## src/rtl/qpsk_pkg.sv

```systemverilog
// Shared QPSK types and constants: FSM state, dibit type, Gray-phase map and sine table helpers.
// Phases are expressed in eighths of a carrier cycle so any power-of-2 LUT depth can scale them.
package qpsk_pkg;

  typedef enum logic {IDLE, TX} state_e;

  typedef logic [1:0] dibit_t;

  localparam int PH_00 = 1;  // 45 deg
  localparam int PH_01 = 3;  // 135 deg
  localparam int PH_11 = 5;  // 225 deg
  localparam int PH_10 = 7;  // 315 deg

  localparam real PI = 3.14159265358979323846;

  function automatic int gray_phase(dibit_t d);
    int ph;
    case (d)
      2'b00:   ph = PH_00;
      2'b01:   ph = PH_01;
      2'b11:   ph = PH_11;
      default: ph = PH_10;
    endcase
    return ph;
  endfunction

  function automatic int midscale_code(int sw);
    return 1 << (sw - 1);
  endfunction

  // Rounds half away from zero so the table is symmetric about midscale.
  function automatic int sine_code(int k, int depth, int sw);
    real amp;
    real v;
    amp = real'((1 << (sw - 1)) - 1);
    v = amp * $sin(2.0 * PI * real'(k) / real'(depth));
    return midscale_code(sw) + ((v < 0.0) ? -$rtoi(0.5 - v) : $rtoi(v + 0.5));
  endfunction

endpackage

```

## src/rtl/qpsk_sine_lut.sv

```systemverilog
// Combinational address-to-sample sine table, built at elaboration from LUT_DEPTH and SAMPLE_W.
// Zero latency; no flow control.
module qpsk_sine_lut
  import qpsk_pkg::*;
#(
  parameter int LUT_DEPTH = 32,
  parameter int SAMPLE_W  = 8,
  parameter int AW        = $clog2(LUT_DEPTH)
) (
  input  logic [AW-1:0]       addr,
  output logic [SAMPLE_W-1:0] sample
);

  logic [SAMPLE_W-1:0] rom [LUT_DEPTH];

  for (genvar k = 0; k < LUT_DEPTH; k++) begin : g_lut
    localparam logic [SAMPLE_W-1:0] VAL = SAMPLE_W'(sine_code(k, LUT_DEPTH, SAMPLE_W));
    assign rom[k] = VAL;
  end

  assign sample = rom[addr];

endmodule

```

## src/rtl/qpsk_carrier_mod.sv

```systemverilog
// QPSK modulator: serial bits -> Gray dibits -> phase-offset sine samples, one per tick, one clk latency.
// bit_ready drops while a dibit is pending; a pending (or just-completed) dibit starts gap-free at symbol end.
module qpsk_carrier_mod
  import qpsk_pkg::*;
#(
  parameter int LUT_DEPTH   = 32,
  parameter int CYC_PER_SYM = 2,
  parameter int SAMPLE_W    = 8
) (
  input  logic                clk,
  input  logic                rst,
  input  logic                tick,
  input  logic                bit_in,
  input  logic                bit_valid,
  output logic                bit_ready,
  output logic [SAMPLE_W-1:0] sample_out,
  output logic                sample_valid,
  output logic                sym_start,
  output logic                busy
);

  localparam int AW      = $clog2(LUT_DEPTH);
  localparam int SYM_LEN = LUT_DEPTH * CYC_PER_SYM;
  localparam int CW      = $clog2(SYM_LEN) + 1;
  localparam logic [SAMPLE_W-1:0] MID = SAMPLE_W'(midscale_code(SAMPLE_W));

  state_e              state_q, state_d;
  logic                half_q, half_d;
  logic                msb_q, msb_d;
  logic                pend_full_q, pend_full_d;
  dibit_t              pend_q, pend_d;
  logic [AW-1:0]       off_q, off_d;
  logic [CW-1:0]       cnt_q, cnt_d;
  logic [SAMPLE_W-1:0] sample_q, sample_d;
  logic                valid_q, valid_d;
  logic                start_q, start_d;
  logic                busy_q, busy_d;

  logic                accept;
  logic                completes;
  dibit_t              in_dibit;
  logic [CW-1:0]       cnt_inc;
  logic                sym_end;
  logic                load;
  logic                go_idle;
  logic                advance;
  dibit_t              next_dibit;
  logic [AW-1:0]       next_off;
  logic [AW-1:0]       lut_addr;
  logic [SAMPLE_W-1:0] lut_sample;

  assign bit_ready = !pend_full_q && !rst;

  // Decode stage kept separate from next-state so the LUT address never depends on the LUT output.
  always_comb begin
    accept     = bit_valid && bit_ready;
    completes  = accept && half_q;
    in_dibit   = {msb_q, bit_in};
    cnt_inc    = cnt_q + CW'(1);
    sym_end    = (cnt_inc == CW'(SYM_LEN));
    load       = 1'b0;
    go_idle    = 1'b0;
    advance    = 1'b0;
    next_dibit = pend_q;
    if (tick) begin
      if (state_q == IDLE) begin
        load = pend_full_q;
      end else if (!sym_end) begin
        advance = 1'b1;
      end else if (pend_full_q) begin
        load = 1'b1;
      end else if (completes) begin
        load       = 1'b1;
        next_dibit = in_dibit;
      end else begin
        go_idle = 1'b1;
      end
    end
    next_off = AW'(gray_phase(next_dibit) * (LUT_DEPTH / 8));
    lut_addr = load ? next_off : (off_q + cnt_inc[AW-1:0]);
  end

  qpsk_sine_lut #(
    .LUT_DEPTH (LUT_DEPTH),
    .SAMPLE_W  (SAMPLE_W),
    .AW        (AW)
  ) u_lut (
    .addr   (lut_addr),
    .sample (lut_sample)
  );

  always_comb begin
    state_d     = state_q;
    half_d      = half_q;
    msb_d       = msb_q;
    pend_full_d = pend_full_q;
    pend_d      = pend_q;
    off_d       = off_q;
    cnt_d       = cnt_q;
    sample_d    = sample_q;
    valid_d     = 1'b0;
    start_d     = 1'b0;
    busy_d      = busy_q;

    if (accept) begin
      if (!half_q) begin
        msb_d  = bit_in;
        half_d = 1'b1;
      end else begin
        half_d      = 1'b0;
        pend_d      = in_dibit;
        pend_full_d = 1'b1;
      end
    end

    if (advance) begin
      cnt_d    = cnt_inc;
      sample_d = lut_sample;
      valid_d  = 1'b1;
    end

    // A bypassed dibit is consumed directly, so the buffer stays empty either way.
    if (load) begin
      pend_full_d = 1'b0;
      off_d       = next_off;
      cnt_d       = '0;
      sample_d    = lut_sample;
      valid_d     = 1'b1;
      start_d     = 1'b1;
      busy_d      = 1'b1;
      state_d     = TX;
    end

    if (go_idle) begin
      cnt_d    = '0;
      sample_d = MID;
      valid_d  = 1'b1;
      busy_d   = 1'b0;
      state_d  = IDLE;
    end
  end

  always_ff @(posedge clk) begin
    if (rst) begin
      state_q     <= IDLE;
      half_q      <= 1'b0;
      msb_q       <= 1'b0;
      pend_full_q <= 1'b0;
      pend_q      <= '0;
      off_q       <= '0;
      cnt_q       <= '0;
      sample_q    <= MID;
      valid_q     <= 1'b0;
      start_q     <= 1'b0;
      busy_q      <= 1'b0;
    end else begin
      state_q     <= state_d;
      half_q      <= half_d;
      msb_q       <= msb_d;
      pend_full_q <= pend_full_d;
      pend_q      <= pend_d;
      off_q       <= off_d;
      cnt_q       <= cnt_d;
      sample_q    <= sample_d;
      valid_q     <= valid_d;
      start_q     <= start_d;
      busy_q      <= busy_d;
    end
  end

  assign sample_out   = sample_q;
  assign sample_valid = valid_q;
  assign sym_start    = start_q;
  assign busy         = busy_q;

endmodule

```

## config.mk

```make
export PLATFORM = sky130hd
export DESIGN_NAME = qpsk_carrier_mod
export DESIGN_NICKNAME = d
export VERILOG_FILES = /design/src/rtl/qpsk_pkg.sv /design/src/rtl/qpsk_sine_lut.sv /design/src/rtl/qpsk_carrier_mod.sv
export SDC_FILE = /design/constraint.sdc
export NUM_CORES = 1
export LEC_CHECK = 0
export CAP_MARGIN = 0
export CORE_ASPECT_RATIO = 0.8
export CORE_MARGIN = 4
export CORE_UTILIZATION = 55
export DETAILED_ROUTE_END_ITERATION = 7
export GPL_TIMING_DRIVEN = 0
export PLACE_DENSITY = 0.76
export SLEW_MARGIN = 20
export SYNTH_ARGS = -nofsm -noshare
export SYNTH_HDL_FRONTEND = slang
export SYNTH_HIERARCHICAL = 1
export SYNTH_SLANG_ARGS = --single-unit
```

## constraint.sdc

```tcl
create_clock -name clk -period 8.2 [get_ports clk]
set_clock_uncertainty 0.2 [all_clocks]
set_input_delay 1.64 -clock clk [delete_from_list [all_inputs] [get_ports clk]]
set_output_delay 1.64 -clock clk [all_outputs]
set_load 0.05 [all_outputs]
```

==> impl_metrics.json, run 1 <==
{
  "slew_headroom_pct": 45.1,
  "postCtsSetupRepairBufs": 0,
  "rsz0062_at_grt": "false",
  "synth_edf_count": 0,
  "drtIter0Drc": 192,
  "finalCriticalPeriod_ns": 5.33,
  "grt_max_degree": 16,
  "gp_congestion": 0.819,
  "arrival_ns": 5.29,
  "viasPerCell": 5.93,
  "cp-start-kind": "input pin",
  "fin_tns_setup_ns": 0,
  "reg2reg_depth": 16,
  "track_usage_pct": 20.5,
  "yosysSeqAreaShare_pct": 23.9,
  "nets": 282,
  "drv_slew": 0,
  "drt_wl_total_mm": 4.93,
  "yosysTopAreaCell": "dfxtp_1",
  "async_reset_ff_share_pct": 0,
  "finalSetupViolCount": 0,
  "dieHeight_um": 64.3,
  "drive_gt1_share_pct": 16.0,
  "port_buffers": 16,
  "clk_latency_ns": 0.27,
  "ioPinCount": 17,
  "cp_slowest_cell": "nor2b_1",
  "cts_num_sinks": 26,
  "cts_tree": "built",
  "yosysTopAreaCellShare_pct": 23.9,
  "place_hpwl_mm": 3.50,
  "hold_viol_final": 0,
  "yosys_warnings": 6,
  "ys.flop_type": "dfxtp_1",
  "worst_hold_path.endpoint": "off_q[3]",
  "rr_endpoint": "sample_out[0]",
  "status": "completed",
  "synthCells": 242,
  "start_util_pct": 57.2,
  "min-delay-start": "off_q[3]",
  "first_pass_iters": 4,
  "grt_overflow_total": 0,
  "ys_types": 59,
  "min_path_cells": 2,
  "fin_hold_ws_ns": 0.276,
  "holdBufCountCts": 0,
  "fin_crit_sh_pct": 64.9,
  "drc_errors": 0,
  "cts_buffer_depth": 2,
  "htree_levels": 1,
  "cts-root-buf": "clkbuf_8",
  "fp.coreArea_um2": 3800,
  "multi_input_area_um2": 1450,
  "path_cells": "clkdlybuf4s50_1 > and4b_1 > o21ai_0 > a211oi_2 > a21o_1 > buf_4 > nor2b_1 > inv_1 > ha_1 > nor2_1 > a21oi_1 > mux4_2 > o211ai_2 > mux2i_1",
  "p_per_area_nw_per_um2": 117,
  "grt_pass1_wl_mm": 8.46,
  "tightest_slew_ns": 0.816,
  "diodes": 0,
  "row_count": 20,
  "regToRegSetupSlack_ns": 3.75,
  "final_cell_mix": "dfxtp_1, nor2_1, mux2i_1, clkdlybuf4s50_1, nand2_1",
  "cp_max_fo": 12,
  "cts_resized": 0,
  "die-area_um2": 5030,
  "ys_seq_elements": 26,
  "syn_to_final_growth_pct": 13.8,
  "fp.dieW_um": 78.3,
  "syn_avg_cell_area_um2": 8.99,
  "cts_buffers": 3,
  "path_clk_slew_ns": 0.09,
  "antenna_left": 0,
  "fmax_mhz": 188,
  "cap_violations": 0,
  "synth_area_leaders": "dfxtp_1, mux2i_1, ha_1",
  "crit_path_max_incr_delay_ns": 0.64,
  "layout_commonest_cell": "dfxtp_1",
  "hold_class": "reg2reg",
  "cp.required_ns": 8.17,
  "ir_drop_uv": 109,
  "crit_path_end_kind": "flop",
  "synth_nets": 261,
  "wl_per_cell_um": 15.5,
  "antenna_found_initial": 0,
  "first_global_vias": 1747,
  "critical_path_class": "in2reg",
  "timing.rr.start": "cnt_q[0]",
  "nFillCells": 342,
  "seq_area_um2": 520,
  "vias": 1880,
  "synth.cell_area_um2": 2180,
  "p_total_uw": 290,
  "p_leak_nw": 0.979
}
==> stage by stage <==
step	utilization [%]	cell area, um^2	setup slack (ns)	instances
floorplan	-	2180	3.45	242
global placement	63.2	2400	2.62	313
detailed placement	63.2	2400	2.62	313
CTS	65.1	2480	2.88	317
global route	65.1	2480	2.54	317
finish	65.1	2480	2.87	317
==> how the worst max path moves through the flow <==
stage	startpoint	end	slack (ns)
CTS	bit_valid	sample_out[0]	2.88
floorplan	rst	sample_out[0]	3.45
detailed placement	bit_valid	sample_out[0]	2.62
global route	bit_valid	sample_out[0]	2.54
global placement	bit_valid	sample_out[0]	2.62
finish	bit_valid	sample_out[1]	2.87
==> Yosys cell counts, types with 2 or more instances <==
cell	instances
a2111oi_2	2
a211oi_1	9
a21o_1	4
a21oi_1	3
a31oi_1	2
a41oi_1	2
and2_1	4
and3_1	2
and3_2	2
buf_2	6
buf_4	3
buf_6	7
clkbuf_1	3
dfxtp_1	26
ha_1	13
inv_1	11
mux2_1	2
mux2i_1	19
nand2_1	15
nand3_1	5
nor2_1	20
nor2b_1	2
nor3_1	6
o211ai_1	14
o211ai_2	4
o21a_1	4
o21ai_0	10
o21ai_2	2
or3_1	3
xnor2_1	5
xor2_1	4
==> per-layer routing <==
metal	up-vias	part of all wire [%]	routed length, um	global-route usage (%)
met5	-	0	0	0
met4	0	0.37	18	2.62
met3	5	4.5	220	3.38
met2	42	44	2190	31.8
met1	904	51	2500	30.6
li1	929	-	-	-
==> area by class of cell <==
cell class	count	area share, %
multi-input cells	185	58.6
plain buffers	20	6.57
clock buffers	3	1.67
repair buffers	16	6.47
well taps	55	2.78
flip-flops and latches	26	21.0
inverters	11	1.67
clock inverters	1	1.21
==> registers in the layout, indices dropped and copies added (netlist names) <==
name	count
pend_full_q	1
sample_out	8
sample_valid	1
cnt_q	7
msb_q	1
off_q	3
pend_q	2
busy	1
half_q	1
sym_start	1
==> worst max-delay path: cells and delay by family <==
family | cells | cell delay (ns)
adders and majority gates | 1 | 0.43
AOI/OAI and AO/OA | 5 | 0.75
buffers and inverters | 3 | 0.90
muxes | 2 | 0.55
and+or+nand+nor | 3 | 1.03
==> logic make-up after synthesis <==
logic type	count (synthesis)	share of synthesized area, %
buf+inv	31	9.37
simple gates	68	16.4
compound gates	69	25.5
xor+xnor	10	4.37
fa+ha+maj	14	8.40
flops	26	23.9
mux	24	12.0
==> where the power goes <==
part           internal [mW]  switching, mW  total [mW]
logic                 0.0208         0.0290      0.0498
clock network         0.0653         0.0426       0.108
registers              0.129        0.00316       0.133
total                  0.216         0.0748       0.290
No activity file was read; power rests on OpenSTA's default activity.
==> inputs of run 2 (changes only) <==
Clock period 8.2 ns to 5.4 ns, I/O delays scaled along.
==> results of run 2 <==
Same layout as run 1 (identical final DEF). Status: completed.
Among the figures that moved: setup slack after placement 2.62 ns -> 0.380 ns; setup slack after layout 2.87 ns -> 0.635 ns; register-to-register setup slack 3.75 ns -> 0.95 ns; total power 0.290 mW -> 0.441 mW; worst IR drop on VDD 109 uV -> 165 uV
==> inputs of run 3 (changes only) <==
Settings changed: CAP_MARGIN 0 to not set, CTS_BUF_LIST set to sky130_fd_sc_hd__clkbuf_8.
==> results of run 3 <==
Same layout as run 1 (identical final DEF). Status: completed.
Among the figures that moved: setup slack after placement 2.62 ns -> 0.380 ns; setup slack after layout 2.87 ns -> 0.635 ns; register-to-register setup slack 3.75 ns -> 0.95 ns; total power 0.290 mW -> 0.441 mW; worst IR drop on VDD 109 uV -> 165 uV
